**src/rtl/dmem_arbiter.sv**
```systemverilog
// Two-port arbiter for the single-port data memory: fixed priority with port-1 starvation relief,
// registered memory command, and a two-stage tag pipe that routes read data back to its owner.
module dmem_arbiter #(
    parameter int unsigned DEPTH        = 32,
    parameter int unsigned AW           = 12,
    parameter int unsigned DW           = 32,
    parameter int unsigned STARVE_LIMIT = 4
) (
    input  logic          clk_i,
    input  logic          rst_i,
    input  logic          req0_i,
    input  logic          req1_i,
    input  logic          we0_i,
    input  logic          we1_i,
    input  logic [AW-1:0] addr0_i,
    input  logic [AW-1:0] addr1_i,
    input  logic [DW-1:0] wdata0_i,
    input  logic [DW-1:0] wdata1_i,
    output logic          gnt0_o,
    output logic          gnt1_o,
    output logic          rvalid0_o,
    output logic          rvalid1_o,
    output logic [DW-1:0] rdata0_o,
    output logic [DW-1:0] rdata1_o,
    output logic          err0_o,
    output logic          err1_o,
    output logic          mem_we_o,
    output logic [AW-1:0] mem_addr_o,
    output logic [DW-1:0] mem_wdata_o,
    input  logic [DW-1:0] mem_rdata_i
);

    localparam logic [3:0]    Limit  = 4'(STARVE_LIMIT);
    localparam logic [AW-1:0] DepthW = AW'(DEPTH);

    logic [3:0]    starve_q, starve_d;
    logic          mem_we_q;
    logic [AW-1:0] mem_addr_q;
    logic [DW-1:0] mem_wdata_q;
    logic          rd1_q, port1_q, err1_q;
    logic          rd2_q, port2_q, err2_q;
    logic [DW-1:0] rdata0_q, rdata1_q;

    logic          force1, grant, sel_we, in_range;
    logic [AW-1:0] sel_addr;
    logic [DW-1:0] sel_wdata;

    always_comb begin
        force1    = req1_i && (starve_q == Limit);
        gnt1_o    = !rst_i && req1_i && (!req0_i || force1);
        gnt0_o    = !rst_i && req0_i && !force1;
        grant     = gnt0_o || gnt1_o;
        sel_we    = gnt1_o ? we1_i : we0_i;
        sel_addr  = gnt1_o ? addr1_i : addr0_i;
        sel_wdata = gnt1_o ? wdata1_i : wdata0_i;
        in_range  = sel_addr < DepthW;

        starve_d = starve_q;
        if (!req1_i || gnt1_o) begin
            starve_d = '0;
        end else if (gnt0_o && starve_q < Limit) begin
            starve_d = starve_q + 4'd1;
        end
    end

    always_ff @(posedge clk_i) begin
        if (rst_i) begin
            starve_q    <= '0;
            mem_we_q    <= 1'b0;
            mem_addr_q  <= '0;
            mem_wdata_q <= '0;
            rd1_q       <= 1'b0;
            port1_q     <= 1'b0;
            err1_q      <= 1'b0;
            rd2_q       <= 1'b0;
            port2_q     <= 1'b0;
            err2_q      <= 1'b0;
            rdata0_q    <= '0;
            rdata1_q    <= '0;
        end else begin
            starve_q <= starve_d;
            // Out-of-range grants leave the memory command untouched apart from dropping we.
            mem_we_q <= grant && in_range && sel_we;
            if (grant && in_range) begin
                mem_addr_q  <= sel_addr;
                mem_wdata_q <= sel_wdata;
            end
            rd1_q    <= grant && in_range && !sel_we;
            port1_q  <= gnt1_o;
            err1_q   <= grant && !in_range;
            rd2_q    <= rd1_q;
            port2_q  <= port1_q;
            err2_q   <= err1_q;
            rdata0_q <= rdata0_o;
            rdata1_q <= rdata1_o;
        end
    end

    always_comb begin
        rvalid0_o   = !rst_i && rd2_q && !port2_q;
        rvalid1_o   = !rst_i && rd2_q && port2_q;
        err0_o      = !rst_i && err2_q && !port2_q;
        err1_o      = !rst_i && err2_q && port2_q;
        rdata0_o    = rst_i ? '0 : (rvalid0_o ? mem_rdata_i : rdata0_q);
        rdata1_o    = rst_i ? '0 : (rvalid1_o ? mem_rdata_i : rdata1_q);
        mem_we_o    = mem_we_q;
        mem_addr_o  = mem_addr_q;
        mem_wdata_o = mem_wdata_q;
    end

endmodule
```
**config.mk**
```make
export PLATFORM = sky130hd
export DESIGN_NAME = dmem_arbiter
export DESIGN_NICKNAME = d
export VERILOG_FILES = /design/src/rtl/dmem_arbiter.sv
export SDC_FILE = /design/constraint.sdc
export NUM_CORES = 1
export LEC_CHECK = 0
export CAP_MARGIN = 20
export CORE_ASPECT_RATIO = 0.5
export CORE_MARGIN = 2
export CORE_UTILIZATION = 40
export DETAILED_ROUTE_END_ITERATION = 7
export HOLD_SLACK_MARGIN = 0.02
export PLACE_DENSITY_LB_ADDON = 0.1
export SYNTH_ARGS = -nofsm -noshare
export SYNTH_HDL_FRONTEND = slang
export SYNTH_SLANG_ARGS = --single-unit
```
**constraint.sdc**
```tcl
create_clock -name clk_i -period 1.9 [get_ports clk_i]
set_input_delay 0.38 -clock clk_i [delete_from_list [all_inputs] [get_ports clk_i]]
set_output_delay 0.38 -clock clk_i [all_outputs]
set_load 0.03 [all_outputs]
```
==> results.yml <==
final_layout:
  syn2layout_area_growth_pct: 67.4
  nets: 1142
  fill_cells: 1222
  drive_gt1_share_pct: 27.4
  multi_input_area_um2: 3790
  fin_util_pct: 67.8
  seqCellArea_um2: 2390
  antenna_cells: 0
routing:
  antenna_left: 0
  first_pass_iters: 5
  drc: 0
  vias: 6486
  drt_iter0_drc: 316
  drt-total-wl_mm: 19.9
  routedWlPerCell_um: 16.2
  vias_per_cell: 5.27
sta:
  max_freq_mhz: 486
  finalSetupViolCount: 66
  rsz0062_at_grt: "yes"
  tightest_slew_ns: 0.468
  hold_viol_final: 0
  worst_slack_ns: -0.158
  fin_crit_sh_pct: 108
  finalCriticalPeriod_ns: 2.06
  skew_ns: 0.00967
  timing.slew.headroom_pct: 68.7
  report.final.slew_viol_count: 0
setup_path:
  max_stage_delay_ns: 0.35
  cp_cell_sequence: "nor3b_4 > buf_12 > clkbuf_16 > buf_4 > o21ai_4 > buf_6"
  crit_family: "buffers and inverters"
  end_kind: "primary output"
  worst-path-buf-inv: 4
  crit_arrival_ns: 1.68
  critical_path_class: "reg -> out"
  slowest_stage: "dfxtp_4"
  crit_required_ns: 1.52
  start_kind: "register"
  cp_max_fo: 8
job:
  cap_violations: 0
logic_synthesis:
  ys_types: 33
  synth_cells: 760
  yosys_warnings: 0
  synth_compound_area_share_pct: 15.0
  synth_top_family_by_area: "simple AND/OR/NAND/NOR gates"
  synthTopCellsByCount: "nand2_1, dfxtp_1, o21ai_0"
  synth-seq-cells: 119
  syn_area_per_cell_um2: 8.11
  synth-xor-area-share_pct: 0.142
  synth_simple_gate_area_share_pct: 33.4
  synth_fa_ha_area_share_pct: 0.406
  yosys.area.top_type: "dfxtp_1"
  synth_fp_nets: 888
  synth_top_area_share_pct: 38.7
  synth_most_common_cell: "nand2_1"
  seq_area_frac_synth_pct: 38.7
  ys.flop_type: "dfxtp_1"
  syn_area_um2: 6160
  synth_mux_area_share_pct: 6.70
  synth_area_leaders: "dfxtp_1, nand2_1, o21ai_0"
  async_flop_share_pct: 0
  synth-edff-count: 0
worst_hold_path:
  hold_path_class: "reg -> reg"
power_and_ir_drop:
  p_per_area_nw_per_um2: 645
  p_sw_share_pct: 22.8
  vdd_drop_max_v: 0.000698
  p_switching_mw: 1.52
  internal_power_mw: 5.14
  pwr-share-clk_pct: 51.6
  power_mw: 6.66
  p_seq_share_pct: 37.6
  p_leak_nw: 4.87
  combPwrFrac_pct: 10.8
floorplanning:
  coreArea_um2: 15200
  io_pins: 241
  die_h_um: 91.8
  dieArea_um2: 16500
  std_cell_rows: 32
  initial_core_util_pct: 40.5
  die_x_um: 180
run_status:
  violations: "setup timing"
  status: "finished, violations left"
global_routing:
  grt-ovfl-total: 0
  grt_use_total_pct: 22.2
  grt_pass1_vias: 5941
  grt_pass1_wl_mm: 29.9
  grt_max_degree: 73
  antenna_found_initial: 0
cts:
  postCtsHoldBufs: 0
  cts_buffer_depth: 2
  cts.sinks: 119
  numCtsBuffers: 17
  htreeDepth: 4
  cts_root_buffer: "clkbuf_16"
  cts_tree: "done"
  clock_latency_ns: 0.41
  clkSlewWorstSetupHoldPaths_ns: 0.05
place:
  port_buffers: 240
  preCtsSetupSlack_ns: -0.344
  globalplace.congestion: 0.776
  place_hpwl_mm: 12.3
-- flip-flops by register name (all words and copies together) (netlist names), 4 cells and up --
register,cells
mem_addr_o,12
rdata0_q,32
mem_wdata_o,32
rdata1_q,32
starve_q,4
-- worst register-to-register path: cells and delay by family (launching register included) --
kind	cells	cell delay [ns]
compound gates	1	0.22
fa+ha+maj	1	0.13
buf+inv	4	0.51
flops	1	0.33
mux	2	0.50
simple gates	1	0.14
-- per-stage QoR --
| step | TNS, ns | hold slack, ns | cells | cell area [um^2] |
|---|---|---|---|---|
| after CTS | -4.37 | 0.424 | 1213 | 9840 |
| after floorplan | 0 | 0.414 | 760 | 6360 |
| after global routing | -12.08 | 0.457 | 1230 | 10300 |
| final | -4.60 | 0.441 | 1230 | 10300 |
| after detailed placement | -13.25 | 0.433 | 1172 | 8920 |
| after global placement | -12.01 | 0.424 | 1172 | 8920 |
-- worst paths after layout --
check / depth (start not counted) / slack (ns) / start / end
max: 6 / -0.16 / port2_q / rdata0_o[26]
min: 1 / 0.44 / rd1_q / rd2_q
max reg2reg: 9 / 0 / starve_q[1] / mem_wdata_o[26]
min reg2reg: 1 / 0.44 / rd1_q / rd2_q
-- routing by layer --
metal | routed length (um) | GRT usage (%) | vias up
met1 | 8870 | 28.1 | 3055
met3 | 1140 | 5.92 | 33
met4 | 403 | 7.72 | 0
met2 | 9480 | 36.7 | 178
li1 | - | - | 3220
met5 | 0 | 0 | -
-- power groups by stage --
stage	registers (mW)	clock network, mW	logic [mW]
floorplan	2.56	0	0.313
CTS	2.51	3.48	0.696
global placement	2.56	0	0.679
finish	2.51	3.43	0.716
global route	2.51	3.61	0.776
detailed placement	2.56	0	0.686
-- cell type report --
type / instances / share of cell area, %
clock buffer: 17 / 4.12
clock inverter: 14 / 1.95
inverter: 5 / 0.206
multi-input combinational: 563 / 36.7
sequential: 119 / 23.2
tap: 204 / 2.47
timing repair buffer: 308 / 31.4
-- cell families (layout without fill, tap and decap cells) --
kind of cell / count (synthesis) / after routing
compound gates: 145 / 145
xor+xnor: 1 / 1
fa+ha+maj: 2 / 2
buf+inv: 78 / 344
flops: 119 / 119
mux: 40 / 40
simple gates: 375 / 375
-- placed cells by master, fill, tap and decap left out, types with 5 or more instances in the layout --
cell             instances
clkbuf_16               25
o21ai_2                 29
o21ai_1                 16
buf_12                  11
nor2_1                   7
buf_6                   43
a221o_1                 37
mux2i_1                 38
and3_1                  39
and3_2                   6
nor4bb_1                37
clkinv_4                 5
and3b_1                 37
nand3_1                 33
dfxtp_1                115
o21ai_0                 54
clkdlybuf4s50_1        167
nand2_1                148
nand2_2                 42
nand2_4                  9
buf_4                   72
-- repair_timing --
action	4_1_cts	5_1_grt
resized for setup	45	62
buffers inserted	7	9
pin swaps	4	12
gates cloned	3	9
endpoints found under the setup margin	67	93
No activity file was read; power rests on OpenSTA's default activity.
